### config.mk
export PLATFORM = sky130hd
export DESIGN_NAME = filter_sample_feeder
export DESIGN_NICKNAME = d
export VERILOG_FILES = /design/src/rtl/filter_sample_feeder.sv
export SDC_FILE = /design/constraint.sdc
export NUM_CORES = 1
export LEC_CHECK = 0
export BUFFER_PORTS_ARGS = -buffer_cell sky130_fd_sc_hd__buf_4
export CAP_MARGIN = 40
export CORE_AREA = 2 2 70 106
export CTS_BUF_LIST = sky130_fd_sc_hd__clkbuf_8
export CTS_CLUSTER_DIAMETER = 150
export DETAILED_ROUTE_END_ITERATION = 7
export DIE_AREA = 0 0 72 108
export PLACE_DENSITY = 0.78
export SLEW_MARGIN = 30
export SYNTH_ARGS = -nofsm -noshare
export SYNTH_HDL_FRONTEND = slang
export SYNTH_SLANG_ARGS = --single-unit
### constraint.sdc
create_clock -name clk -period 9.6 [get_ports clk]
set_input_delay 0.48 -clock clk [delete_from_list [all_inputs] [get_ports clk]]
set_output_delay 0.48 -clock clk [all_outputs]
set_load 0.02 [all_outputs]
### src/rtl/filter_sample_feeder.sv
// filter_sample_feeder: synchronizes switch inputs, samples them at a programmable rate
// and buffers the samples in a first-word-fall-through FIFO with a valid/ready output.
module filter_sample_feeder #(
   parameter int DATA_W      = 8,
   parameter int DIV_W       = 16,
   parameter int FIFO_DEPTH  = 4,
   parameter int SYNC_STAGES = 2
) (
   input  logic                          clk,
   input  logic                          reset,
   input  logic [DATA_W-1:0]             raw_in,
   input  logic                          enable,
   input  logic [DIV_W-1:0]              div_ratio,
   output logic [DATA_W-1:0]             out_data,
   output logic                          out_valid,
   input  logic                          out_ready,
   output logic [$clog2(FIFO_DEPTH):0]   fifo_level,
   output logic                          overflow,
   input  logic                          overflow_clr
);
   localparam int AW = $clog2(FIFO_DEPTH);
   localparam logic [AW:0] FULL = FIFO_DEPTH[AW:0];

   logic [DATA_W-1:0] sync_q [SYNC_STAGES];
   logic [DATA_W-1:0] mem_q [FIFO_DEPTH];
   logic [DIV_W-1:0]  cnt_q, cnt_d, thr;
   logic [AW-1:0]     wr_q, wr_d, rd_q, rd_d;
   logic [AW:0]       level_q, level_d;
   logic              overflow_q, overflow_d;
   logic              strobe, full, push, pop;

   // Threshold compare (>=) lets a shrinking div_ratio take effect without a long wrap.
   always_comb begin
      full       = level_q == FULL;
      thr        = (div_ratio <= DIV_W'(1)) ? '0 : div_ratio - DIV_W'(1);
      strobe     = enable && cnt_q >= thr;
      cnt_d      = (!enable || strobe) ? '0 : cnt_q + DIV_W'(1);
      pop        = out_valid && out_ready;
      push       = strobe && (!full || pop);
      wr_d       = push ? wr_q + AW'(1) : wr_q;
      rd_d       = pop ? rd_q + AW'(1) : rd_q;
      level_d    = level_q + {{AW{1'b0}}, push} - {{AW{1'b0}}, pop};
      overflow_d = (strobe && full && !pop) || (overflow_q && !overflow_clr);
   end

   always_ff @(posedge clk or posedge reset) begin
      if (reset) begin
         for (int i = 0; i < SYNC_STAGES; i++) sync_q[i] <= '0;
         for (int i = 0; i < FIFO_DEPTH; i++) mem_q[i] <= '0;
         cnt_q      <= '0;
         wr_q       <= '0;
         rd_q       <= '0;
         level_q    <= '0;
         overflow_q <= 1'b0;
      end else begin
         sync_q[0] <= raw_in;
         for (int i = 1; i < SYNC_STAGES; i++) sync_q[i] <= sync_q[i-1];
         if (push) mem_q[wr_q] <= sync_q[SYNC_STAGES-1];
         cnt_q      <= cnt_d;
         wr_q       <= wr_d;
         rd_q       <= rd_d;
         level_q    <= level_d;
         overflow_q <= overflow_d;
      end
   end

   assign out_data   = mem_q[rd_q];
   assign out_valid  = level_q != '0;
   assign fifo_level = level_q;
   assign overflow   = overflow_q;
endmodule

# --- Yosys cells after proc, flatten, opt, wreduce, memory -nomap -nowiden ---
# Index checks and enable logic that the tools add are counted.
totals:
  ff_bits: 72
  output_inout_bits: 13
classes:
  add_sub_neg: 6
  n_lt_le_gt_ge: 5
  n_eq_ne: 1
  mux: 8
  bitwise: 2
  n_reduce_logical: 15
ops:
  columns: ["operator", "n"]
  rows:
  - ["32-bit bitwise mux", 1]
  - ["16-bit two-way mux", 2]
  - ["8-bit two-way mux", 3]
  - ["16-bit by 1-bit adder with 16-bit output, second input constant", 1]
  - ["8-bit binary-select mux with 2-bit select", 1]
  - ["8-bit demux with 2-bit select", 1]
  - ["16-bit greater-or-equal comparator", 1]
  - ["16-bit by 1-bit less-or-equal comparator with 1-bit output, second input constant", 1]
  - ["16-bit by 1-bit subtractor with 16-bit output, second input constant", 1]
  - ["1-bit logical AND", 7]
  - ["3-bit greater-or-equal comparator, second input constant", 2]
  - ["2-bit inverter with 3-bit output", 2]
  - ["2-bit by 1-bit adder with 2-bit output, second input constant", 2]
  - ["1-bit zero test", 4]
  - ["3-bit by 1-bit adder with 3-bit output", 1]
  - ["3-bit equality test, second input constant", 1]
  - ["1-bit logical OR", 3]
  - ["3-bit by 1-bit less-than comparator with 1-bit output, second input constant", 1]
  - ["3-bit nonzero test", 1]
  - ["3-bit by 1-bit subtractor with 3-bit output", 1]

# --- Longest topological paths before layout ---
# Gate-level depths: netlist (run 1).
depth:
  depth_word: 7
  mapped_depth: 19
  ltp_nobuf: 19

# --- Least setup slack after synthesis (run 1) ---
# OpenSTA, ideal clock, no wires.
synth_path:
  path_type: "input -> register"
  from: "input port div_ratio[4]"
  to: "register level_q[2], in the netlist fifo_level[2]"
  t_arrival_ns: 4.125
  required_ns: 9.467
  setup_slack_ns: 5.342
  cell_stages: 18
  cell_sequence: "nor3_1 -> nand3_1 -> or4_1 -> xnor2_1 -> nand2_1 -> ha_1 -> a21oi_1 -> o21ai_0 -> a22oi_1 -> a21oi_1 -> inv_1 -> ha_1 -> inv_1 -> ha_1 -> inv_1 -> fa_1 -> xnor2_1 -> xnor2_1"
synth_via:
  elab_chain_cells: 7
  word_cells_on_any_way: 8
  cone_classes: "add/sub: 3; order compare: 2; mux: 1; reduce/logical: 2"
synth_lines:
  columns: ["item", "line", "rtl"]
  rows:
  - ["start: declaration", "13", "input logic [DIV_W-1:0] div_ratio,"]
  - ["16-bit by 1-bit subtractor with 16-bit output or 16-bit by 1-bit less-or-equal comparator with 1-bit output (tied branches)", "35", "thr = (div_ratio <= DIV_W'(1)) ? '0 : div_ratio - DIV_W'(1);"]
  - ["16-bit two-way mux (*)", "35", null]
  - ["16-bit greater-or-equal comparator (*)", "36", "strobe = enable && cnt_q >= thr;"]
  - ["1-bit logical AND (*)", "36", null]
  - ["1-bit logical AND (*)", "39", "push = strobe && (!full || pop);"]
  - ["3-bit by 1-bit adder with 3-bit output (*)", "42", "level_d = level_q + {{AW{1'b0}}, push} - {{AW{1'b0}}, pop};"]
  - ["3-bit by 1-bit subtractor with 3-bit output (*)", "42", null]
  - ["via level_d[2]", "28", "logic [AW:0] level_q, level_d;"]
  - ["end signal: assignment", "62", "level_q <= level_d;"]
  - ["end: declaration", "28", null]
# The timed path passes the listed nets; every way through them passes the cells marked *.
# A chain may end at the register's enable or synchronous reset.

# --- Worst setup path after layout (run 1) ---
# Same ends and word-level chain as after synthesis.

==> results of run 1 <==
-- through the flow --
stage | std cells | util [%] | cell area (um^2) | hold slack [ns] | setup WS (ns)
6_report | 440 | 63.28 | 4307 | 0.1809 | 5.193
5_1_grt | 440 | 63.28 | 4307 | 0.2009 | 4.700
4_1_cts | 440 | 63.28 | 4307 | 0.1797 | 5.195
3_5_place_dp | 424 | 60.16 | 4094 | 0.3347 | 4.830
3_3_place_gp | 423 | 59.75 | 4066 | 0.3335 | 4.950
2_1_floorplan | 309 | - | 3677 | 0.3312 | 5.342
-- routing by layer --
metal,vias up,global-route usage [%],wire length [um]
met5,-,0,0
met4,0,9.569,210
met3,15,2.610,201
met2,61,34.39,3558
met1,1188,21.79,2671
li1,1192,-,-
-- sequential cells by signal, summed over array words and instances (netlist names) --
signal and count:
cnt_q 16, fifo_level 3, mem_q 32, overflow 1, rd_q 2, sync_q 16
wr_q 2
-- worst max path at each step --
stage                              endpoint  cells past startpoint    startpoint  slack [ns]
floorplan           fifo_level[2]$_DFF_PP0_                     18  div_ratio[4]        5.34
global placement    fifo_level[2]$_DFF_PP0_                     19  div_ratio[4]        4.95
detailed placement  fifo_level[2]$_DFF_PP0_                     19  div_ratio[4]        4.83
CTS                 fifo_level[2]$_DFF_PP0_                     19  div_ratio[4]        5.20
global route        fifo_level[2]$_DFF_PP0_                     19  div_ratio[4]        4.70
finish              fifo_level[2]$_DFF_PP0_                     19  div_ratio[4]        5.19
-- tightest hold or removal path, stage by stage --
cell and delay (ns):
buf_4 0.11, inv_2 0.03, buf_4 0.29
-- synthesized netlist by cell type, types with 2 or more instances --
cell type   n
o21ai_0     6
mux2_2     33
nor2_1     24
nor3_1     10
nor4_1      2
a22oi_1     2
nand3_1    11
and4_1      2
a21oi_2     4
nand2b_1    4
dfrtp_1    72
ha_1       25
xor2_1     16
and2_1      4
a21oi_1     9
clkbuf_1    4
inv_1      14
and3_1      2
mux4_2      8
nand4_1    10
xnor2_1    12
nand2_1    21
-- where the power goes --
part           switching, mW  internal [mW]
Sequential            0.0344          0.324
Clock                  0.107          0.144
Combinational         0.0583         0.0677
Total                  0.200          0.536
-- cell families after synthesis --
kind of cell | share of synthesized area [%]
simple gates | 12.76
flops | 49.00
mux | 15.01
xor+xnor | 6.669
compound gates | 5.444
fa+ha+maj | 9.051
buf+inv | 2.075
-- area by class of cell --
| cell class | count | area [um^2] |
|---|---|---|
| multi-input combinational | 217 | 1799 |
| tap | 78 | 97.59 |
| inverter | 14 | 52.55 |
| clock buffer | 9 | 123.9 |
| clock inverter | 7 | 88.84 |
| sequential | 72 | 1802 |
| fill | 529 | 2499 |
| timing repair buffer | 43 | 342.8 |
==> results by group, run 1 <==
Outcome
  – Run status: finished clean

GRT
  – Vias in the first global route: between 2k and 2.5k
  – Largest net degree at the start of global routing: 52
  – Initial antenna violation count: 0
  – Global-route wire length before repair: roughly 11000 um
  – Gr usage total: approximately a fifth
  – GRT overflow: 0

Clock network
  – Clock slew at reported path FFs: 0.08 ns
  – CTS root buffer: clkbuf_8
  – CTS tree: built
  – Worst-Skew Late Latency: between 0.3 and 0.4 ns
  – Maximum clock path buffer count: 2
  – CTS sink count: between 70 and 80
  – Post-CTS Hold Buffers: 0
  – H-tree depth: 3
  – CTS Buf Count: 9
  – PostCTS Resize Cnt: 0
  – Postcts setup bufs: 0

Setup path
  – Startpoint Class: primary input
  – Slowest cell delay on critical path: 0.62 ns
  – R2R Setup Slk: about 6.2 ns
  – CP top delay family: simple AND/OR/NAND/NOR gates
  – Cells on worst reg2reg path: 14
  – FF-to-FF Start: cnt_q[0]$_DFF_PP0_
  – Slowest-stage cell, CP: a22oi_1
  – CP Data Required Time: 9.81 ns
  – Crit Path Category: in -> reg
  – R2R Path End: fifo_level[2]$_DFF_PP0_
  – CP Max Fanout: 7
  – Critical path arrival: 4.62 ns
  – CP cell instances: buf_4 > nor3_1 > nand3_1 > or4_1 > xnor2_1 > nand2_1 > ha_1 > a21oi_1 > o21ai_0 > a22oi_1 > a21oi_1 > inv_1 > ha_1 > inv_1 > ha_1 > inv_1 > fa_1 > xnor2_1 > xnor2_1
  – Crit path buf inv count: 4
  – Crit path capture type: flip-flop

Die
  – Overall die height: approximately 110 um
  – Die outline area: 7776 um^2
  – I/O pin count: 42
  – Core area: roughly 6800 um^2
  – Chip width: just over 70 um
  – Effective utilization at floorplan: about 54%
  – Std-Cell Rows: 37

Synth
  – Syn Nets: between 300 and 400
  – Syn. warnings: 0
  – #FFs+latches synth: 72
  – Ys flop type: dfrtp_1
  – Syn_area_per_cell: approximately 12 um^2
  – Gate Count Post-Synth: just over 300
  – Share of the synthesized area in the top cell type: 49.00%
  – Main area contributors after synthesis: dfrtp_1, mux2_2, ha_1, mux4_2, xor2_1
  – Synth area leader: dfrtp_1
  – Ys async rst share: 100.0%
  – Mapped Area: between 3000 and 4000 um^2
  – Post-synth EDFFs: 0
  – Register area share after synthesis: 49.00%
  – Netlist cell types: 36

Timing
  – RSZ-0062 raised after global routing: no
  – Setup_tns: 0 ns
  – Clock skew: 0.008302 ns
  – Final Hold Viols: 0
  – Crit share post-route: roughly 46%
  – Final min period: around 4.4 ns
  – Worst slew pin tran: between 0.7 and 0.8 ns
  – Max-slew violation count: 0
  – FMAX: between 200 and 250 MHz
  – Setup Viol. Count Final: 0
  – Slew headroom: around half

Route
  – Routed len/inst: 15.10 um
  – Post-route DRC: 0
  – ANT nets after route: 0
  – First-pass iteration count of the detailed router: 4
  – Total Wirelength: 6642 um
  – Vias per cell: approximately 5.6
  – Via Count: ~2.5k
  – Iteration-0 DRC count of the detailed router: approximately 130

Final layout
  – Layout area overhead: 17.11%
  – Most common cell after layout, fill and taps aside: dfrtp_1
  – Nets@finish: roughly 410
  – Share of layout cells above drive strength 1: 29.28%
  – Most frequent cells in the layout: dfrtp_1, buf_4, mux2_2, ha_1, nor2_1
  – # diodes: 0

Power
  – Total power: between 700 and 800 uW
  – Peak supply drop: between 0.09 and 0.1 mV
  – PwrDens: around 170 nW/um^2
  – Pleak: between 2 and 2.5 nW

Place
  – Dpl hpwl: 4970 um
  – Global placer's final weighted congestion: 0.7724
  – PortBufs: ~40

Min path
  – Hold Path Class: in -> async

Job
  – Max-cap viol count: 0
Power figures use the tool's default switching activity.
==> run 2: changes to the inputs <==
==> constraint.sdc (replaced) <==
create_clock -name clk -period 4.2 [get_ports clk]
set_input_delay 0.21 -clock clk [delete_from_list [all_inputs] [get_ports clk]]
set_output_delay 0.21 -clock clk [all_outputs]
set_load 0.02 [all_outputs]
==> results by group, run 2 (synthesis gave the netlist of run 1 again) <==
Route
  – Via Count: 2505 (+2.0%)
  – First-pass iteration count of the detailed router: 6 (+2)
  – Total Wirelength: 6818 um (+2.6%)
  – ANT nets after route: 0 (unchanged)
  – Post-route DRC: 0 (unchanged)
  – Vias per cell: 5.542 (-0.71%)
  – Iteration-0 DRC count of the detailed router: 120 (-5.5%)
  – Routed len/inst: 15.08 um (about the same)

Die
  – I/O pin count: 42 (unchanged)
  – Overall die height: 108 um (unchanged)
  – Chip width: 72 um (unchanged)
  – Core area: 6805 um^2 (unchanged)
  – Effective utilization at floorplan: 54.04% (unchanged)
  – Die outline area: 7776 um^2 (unchanged)
  – Std-Cell Rows: 37 (unchanged)

Setup path
  – Crit path from: div_ratio[9]
  – Crit Path Category: in -> reg
  – R2R Setup Slk: 1.08 ns (-5.15 ns)
  – Critical path arrival: 4.06 ns (-0.56 ns)
  – CP Max Fanout: 6 (-1)
  – R2R Path End: fifo_level[2]$_DFF_PP0_
  – Critical Path Sink: fifo_level[2]$_DFF_PP0_
  – Cells on worst reg2reg path: 14 (unchanged)
  – Crit path capture type: flip-flop
  – Startpoint Class: primary input
  – FF-to-FF Start: cnt_q[0]$_DFF_PP0_
  – CP Data Required Time: 4.46 ns (-5.35 ns)

GRT
  – Vias in the first global route: 2546 (+2.9%)
  – Gr usage total: 19.30% (+0.22 points)
  – Initial antenna violation count: 0 (unchanged)
  – Global-route wire length before repair: 11360 um (-0.36%)
  – Largest net degree at the start of global routing: 57 (+9.6%)
  – GRT overflow: 0 (unchanged)

Timing
  – Clock skew: 0.01405 ns (+0.005750 ns)
  – Final Hold Viols: 0 (unchanged)
  – Final min period: around 3.8 ns
  – Setup_tns: 0 ns (unchanged)
  – Max-slew violation count: 0 (unchanged)
  – Worst slew pin tran: 0.6837 ns (-0.06771 ns)
  – Crit share post-route: 90.38%
  – FMAX: around 260 MHz
  – RSZ-0062 raised after global routing: no
  – Setup Viol. Count Final: 0 (unchanged)
  – Slew headroom: 54.42% (+4.5 points)

Clock network
  – Maximum clock path buffer count: 2 (unchanged)
  – CTS Buf Count: 9 (unchanged)
  – Clock slew at reported path FFs: 0.07 ns (about the same)
  – CTS sink count: 72 (unchanged)
  – Worst-Skew Late Latency: 0.34 ns (about the same)
  – CTS tree: built
  – PostCTS Resize Cnt: 0 (unchanged)
  – CTS root buffer: clkbuf_8
  – Postcts setup bufs: 0 (unchanged)
  – H-tree depth: 3 (unchanged)

Power
  – NetSw: 473.6 uW (+140%)
  – Peak supply drop: 0.2420 mV (+140%)
  – Clock power share: 36.9% (+2.7 points)
  – Sw Ratio: 26.78% (-0.38 points)
  – Comb pwr share: 16.7% (-0.4 points)
  – Internal Power: 1.295 mW (+140%)
  – Reg power frac: 46.4% (-2.3 points)
  – Pleak: 2.161 nW (+2.5%)
  – PwrDens: 399.3 nW/um^2 (+130%)

Final layout
  – Most common cell after layout, fill and taps aside: dfrtp_1
  – Most frequent cells in the layout: dfrtp_1, buf_4, mux2_2, ha_1, nor2_1
  – Largest register by flop count: mem_q
  – # diodes: 0 (unchanged)
  – Share of layout cells above drive strength 1: 29.41% (+0.13 points)
  – Nets@finish: 424 (+2.9%)
  – Filler cells: 513 (-3.0%)
  – Largest regs: mem_q (32), cnt_q (16), sync_q (16)
  – Layout area overhead: 20.45%
  – Max reg flops: 32 (unchanged)
  – Post-Layout Cell Count: 452 (+2.7%)

Place
  – Dpl hpwl: 5037 um (+1.3%)
  – PortBufs: 41 (unchanged)
  – Global placer's final weighted congestion: 0.8290 (+7.3%)
  – Cell total after placement: 427 (+0.71%)

Job
  – Max-cap viol count: 0 (unchanged)

Outcome
  – Run status: finished clean

Min path
  – Hold Path Class: in -> reg
run 2: cell count changes in the layout (fill, tap and decap cells not counted), sizes merged:
cell,delta
bufinv,+1
dlygate4sd3,+9
buf,+3
inv,+1
clkinv,-2
run 2: metal layers:
| layer | part of all wire (%) | GRT usage [%] | vias to the layer above | routed length (um) |
|---|---|---|---|---|
| li1 | - | - | 1212 | - |
| met1 | 39 | 21.05 | 1225 | 2687 |
| met2 | 55 | 35.12 | 56 | 3759 |
| met3 | 3.3 | 3.728 | 12 | 228 |
| met4 | 2.1 | 9.569 | 0 | 143 |
| met5 | 0 | 0 | - | 0 |
run 2: what timing repair did:
item	in CTS	in global routing
hold buffers	9	0
setup endpoints to repair	0	0
hold endpoints to repair	24	0
run 2: layout make-up:
class	instances	area [um^2]	area share, %
multi-input combinational	217	1799	40.62
inverter	14	52.55	1.186
clock buffer	9	123.9	2.797
timing repair buffer	55	435.4	9.831
sequential	72	1802	40.68
tap	78	97.59	2.203
clock inverter	7	118.9	2.684
run 2: worst max-delay path, cell delays in order:
cell	delay [ns]
buf_4	0.12
nor4_1	0.33
nor2b_1	0.40
nand2b_1	0.15
nor3_1	0.19
a21oi_1	0.07
ha_1	0.30
nand4_1	0.16
nor3_1	0.36
a311oi_4	0.15
a21oi_1	0.30
inv_1	0.08
ha_1	0.30
inv_1	0.06
ha_1	0.13
inv_1	0.05
fa_1	0.37
xnor2_1	0.19
xnor2_1	0.14
run 2: through the flow:
stage	util (%)	total power [mW]	setup WS, ns	hold slack (ns)	cell area (um^2)
floorplan	-	1.015	0.2119	0.2414	3677
global placement	60.19	1.115	0.2369	0.1907	4096
detailed placement	60.19	1.128	0.1154	0.1999	4096
CTS	65.09	1.789	0.4589	0.1425	4429
global route	65.09	1.864	0.06322	0.1509	4429
finish	65.09	1.769	0.4039	0.1649	4429
run 2: worst min path at each step:
stage	from	end	slack, ns	cells past startpoint
2_1_floorplan	raw_in[2]	sync_q[10]$_DFF_PP0_	0.24	0
5_1_grt	overflow_clr	overflow$_DFF_PP0_	0.15	3
6_report	overflow_clr	overflow$_DFF_PP0_	0.16	3
3_5_place_dp	reset	sync_q[15]$_DFF_PP0_	0.20	2
3_3_place_gp	reset	sync_q[15]$_DFF_PP0_	0.19	2
4_1_cts	overflow_clr	overflow$_DFF_PP0_	0.14	3
run 2: power groups by stage:
| stage | registers (mW) | logic [mW] | clock network (mW) |
|---|---|---|---|
| after detailed placement | 0.839 | 0.289 | 0 |
| after global placement | 0.835 | 0.280 | 0 |
| final | 0.821 | 0.295 | 0.652 |
| after CTS | 0.825 | 0.298 | 0.667 |
| after floorplan | 0.800 | 0.214 | 0 |
| after global routing | 0.835 | 0.329 | 0.700 |
==> run 3: changes to the inputs <==
--- a/config.mk
+++ b/config.mk
@@ -7,11 +7,11 @@
 export LEC_CHECK = 0
 export BUFFER_PORTS_ARGS = -buffer_cell sky130_fd_sc_hd__buf_4
 export CAP_MARGIN = 40
-export CORE_AREA = 2 2 70 106
+export CORE_AREA = 2 2 61 121
 export CTS_BUF_LIST = sky130_fd_sc_hd__clkbuf_8
 export CTS_CLUSTER_DIAMETER = 150
 export DETAILED_ROUTE_END_ITERATION = 7
-export DIE_AREA = 0 0 72 108
+export DIE_AREA = 0 0 63 123
 export PLACE_DENSITY = 0.78
 export SLEW_MARGIN = 30
 export SYNTH_ARGS = -nofsm -noshare
==> results by group, run 3 (synthesis gave the netlist of run 1 again) <==
Setup path
  – Crit path capture type: flip-flop
  – Slowest-stage cell, CP: nor2b_1
  – CP Data Required Time: 4.47 ns (about the same)
  – R2R Setup Slk: 1.09 ns (about the same)
  – Crit path from: div_ratio[9]
  – FF-to-FF Start: cnt_q[0]$_DFF_PP0_
  – Crit Path Category: in -> reg
  – CP Max Fanout: 6 (unchanged)
  – Critical path arrival: 4.15 ns (+0.09 ns)
  – Startpoint Class: primary input
  – CP cell instances: buf_4 > nor4_1 > nor2b_1 > nand2b_1 > nor3_1 > a21oi_1 > ha_1 > nand4_1 > nor3_1 > a311oi_4 > a21oi_1 > inv_1 > ha_1 > inv_1 > ha_1 > inv_1 > fa_1 > xnor2_1 > xnor2_1
  – Slowest cell delay on critical path: 0.41 ns (about the same)

Timing
  – FMAX: 257.7 MHz (-2.2%)
  – Worst slew pin tran: 0.6300 ns (-0.05370 ns)
  – Final Worst Setup Slack: 0.3197 ns (-0.08417 ns)
  – Setup_tns: 0 ns (unchanged)
  – Clock skew: 0.007492 ns (-0.006561 ns)
  – Setup Viol. Count Final: 0 (unchanged)
  – Slew headroom: 58.00% (+3.6 points)
  – Final Hold Viols: 0 (unchanged)
  – RSZ-0062 raised after global routing: no
  – Final min period: 3.880 ns (+0.08417 ns)
  – Crit share post-route: 92.39% (+2.0 points)
  – Max-slew violation count: 0 (unchanged)

Outcome
  – Run status: finished clean

Final layout
  – Most frequent cells in the layout: dfrtp_1, buf_4, mux2_2, ha_1, nor2_1
  – Layout area overhead: 20.18%
  – Max reg flops: 32 (unchanged)
  – Largest regs: mem_q (32), cnt_q (16), sync_q (16)
  – Post-Layout Cell Count: 465 (+2.9%)
  – Most common cell after layout, fill and taps aside: dfrtp_1
  – Largest register by flop count: mem_q
  – Nets@finish: 425 (+0.24%)
  – Final Util: 64.68% (-0.41 points)
  – Share of layout cells above drive strength 1: 29.60% (+0.19 points)
  – # diodes: 0 (unchanged)

GRT
  – Initial antenna violation count: 0 (unchanged)
  – Vias in the first global route: 2571 (+0.98%)
  – Global-route wire length before repair: 11960 um (+5.3%)
  – Largest net degree at the start of global routing: 28 (-51%)
  – Gr usage total: 19.91% (+0.61 points)
  – GRT overflow: 0 (unchanged)

Route
  – Routed len/inst: 14.85 um (-1.6%)
  – ANT nets after route: 0 (unchanged)
  – Iteration-0 DRC count of the detailed router: 86 (-28%)
  – Total Wirelength: 6905 um (+1.3%)
  – Vias per cell: 5.471 (-1.3%)
  – Via Count: 2544 (+1.6%)
  – Post-route DRC: 0 (unchanged)
  – First-pass iteration count of the detailed router: 4 (-2)

Power
  – PwrDens: 375.6 nW/um^2 (-5.9%)
  – Total power: 1.660 mW (-6.1%)
  – Pleak: 2.152 nW (-0.41%)
  – Peak supply drop: 0.4345 mV (+80%)

Die
  – Die outline area: 7749 um^2 (-0.35%)
  – Effective utilization at floorplan: 53.82% (-0.22 points)
  – Core area: 6833 um^2 (+0.40%)
  – Chip width: 63 um (-13%)
  – I/O pin count: 42 (unchanged)
  – Std-Cell Rows: 43 (+16%)
  – Overall die height: 123 um (+14%)

Clock network
  – CTS Buf Count: 9 (unchanged)
  – Maximum clock path buffer count: 2 (unchanged)
  – H-tree depth: 3 (unchanged)
  – CTS sink count: 72 (unchanged)
  – PostCTS Resize Cnt: 0 (unchanged)
  – CTS root buffer: clkbuf_8
  – Clock slew at reported path FFs: 0.07 ns (about the same)
  – Worst-Skew Late Latency: 0.35 ns (about the same)
  – CTS tree: built

Place
  – Cell total after placement: 440 (+3.0%)
  – Place WS: -0.02343 ns (-0.1388 ns)
  – PortBufs: 41 (unchanged)
  – Dpl hpwl: 5035 um (about the same)
  – Global placer's final weighted congestion: 0.8552 (+3.2%)

Job
  – Max-cap viol count: 0 (unchanged)

Min path
  – Worst Hold Launch: overflow_clr
  – Hold Path Class: in -> reg
-- run 3: changes by cell type in the layout (fill, tap and decap cells not counted) --
cell       before  now
clkinv_2        0    2
inv_6           2    0
clkbuf_8        9   10
bufinv_16       3    1
buf_12          0    1
clkinv_4        0    1
-- run 3: where the power goes --
part	switching, mW	leakage, nW	internal [mW]
combinational	0.138	1.10	0.161
sequential	0.0836	0.948	0.741
clock	0.249	0.103	0.287
total	0.471	2.15	1.19
-- run 3: worst paths after layout --
check	to	cells past startpoint
max	fifo_level[2]$_DFF_PP0_	19
min	overflow$_DFF_PP0_	3
max reg2reg	fifo_level[2]$_DFF_PP0_	14
min reg2reg	sync_q[7]$_DFF_PP0_	0
max in group asynchronous	mem_q[5]$_DFFE_PP0P_	5
min in group asynchronous	cnt_q[9]$_DFF_PP0_	3
-- run 3: repair_timing --
action / CTS / global route
buffers inserted: 0 / 0
endpoints found under the hold margin: 27 / 0
hold buffers: 9 / 0
-- run 3: final cells by class --
cell class / count / area (um^2)
Tap cell: 90 / 112.6
Timing Repair Buffer: 56 / 455.4
Clock inverter: 6 / 60.06
Clock buffer: 10 / 137.6
Fill cell: 575 / 2414
Sequential cell: 72 / 1802
Multi-Input combinational cell: 217 / 1799
Inverter: 14 / 52.55
-- run 3: layer usage --
| metal | part of all wire [%] | routed length [um] | track usage [%] | vias to the layer above |
|---|---|---|---|---|
| li1 | - | - | - | 1214 |
| met1 | 42 | 2900 | 25.03 | 1268 |
| met2 | 53 | 3682 | 33.84 | 51 |
| met3 | 2.6 | 179 | 2.912 | 11 |
| met4 | 2.1 | 142 | 9.167 | 0 |
| met5 | 0 | 0 | 0 | - |
-- run 3: critical path: cells and delay by family --
kind	cells	cell delay [ns]
compound gates	3	0.54
xor+xnor	2	0.33
fa+ha+maj	4	1.10
buf+inv	4	0.32
simple gates	6	1.64
-- run 3: through the flow --
| stage | hold slack [ns] | cell area [um^2] |
|---|---|---|
| after floorplan | 0.2414 | 3677 |
| after global placement | 0.3194 | 4111 |
| after detailed placement | 0.2512 | 4131 |
| after CTS | 0.1421 | 4419 |
| after global routing | 0.1682 | 4419 |
| final | 0.1513 | 4419 |
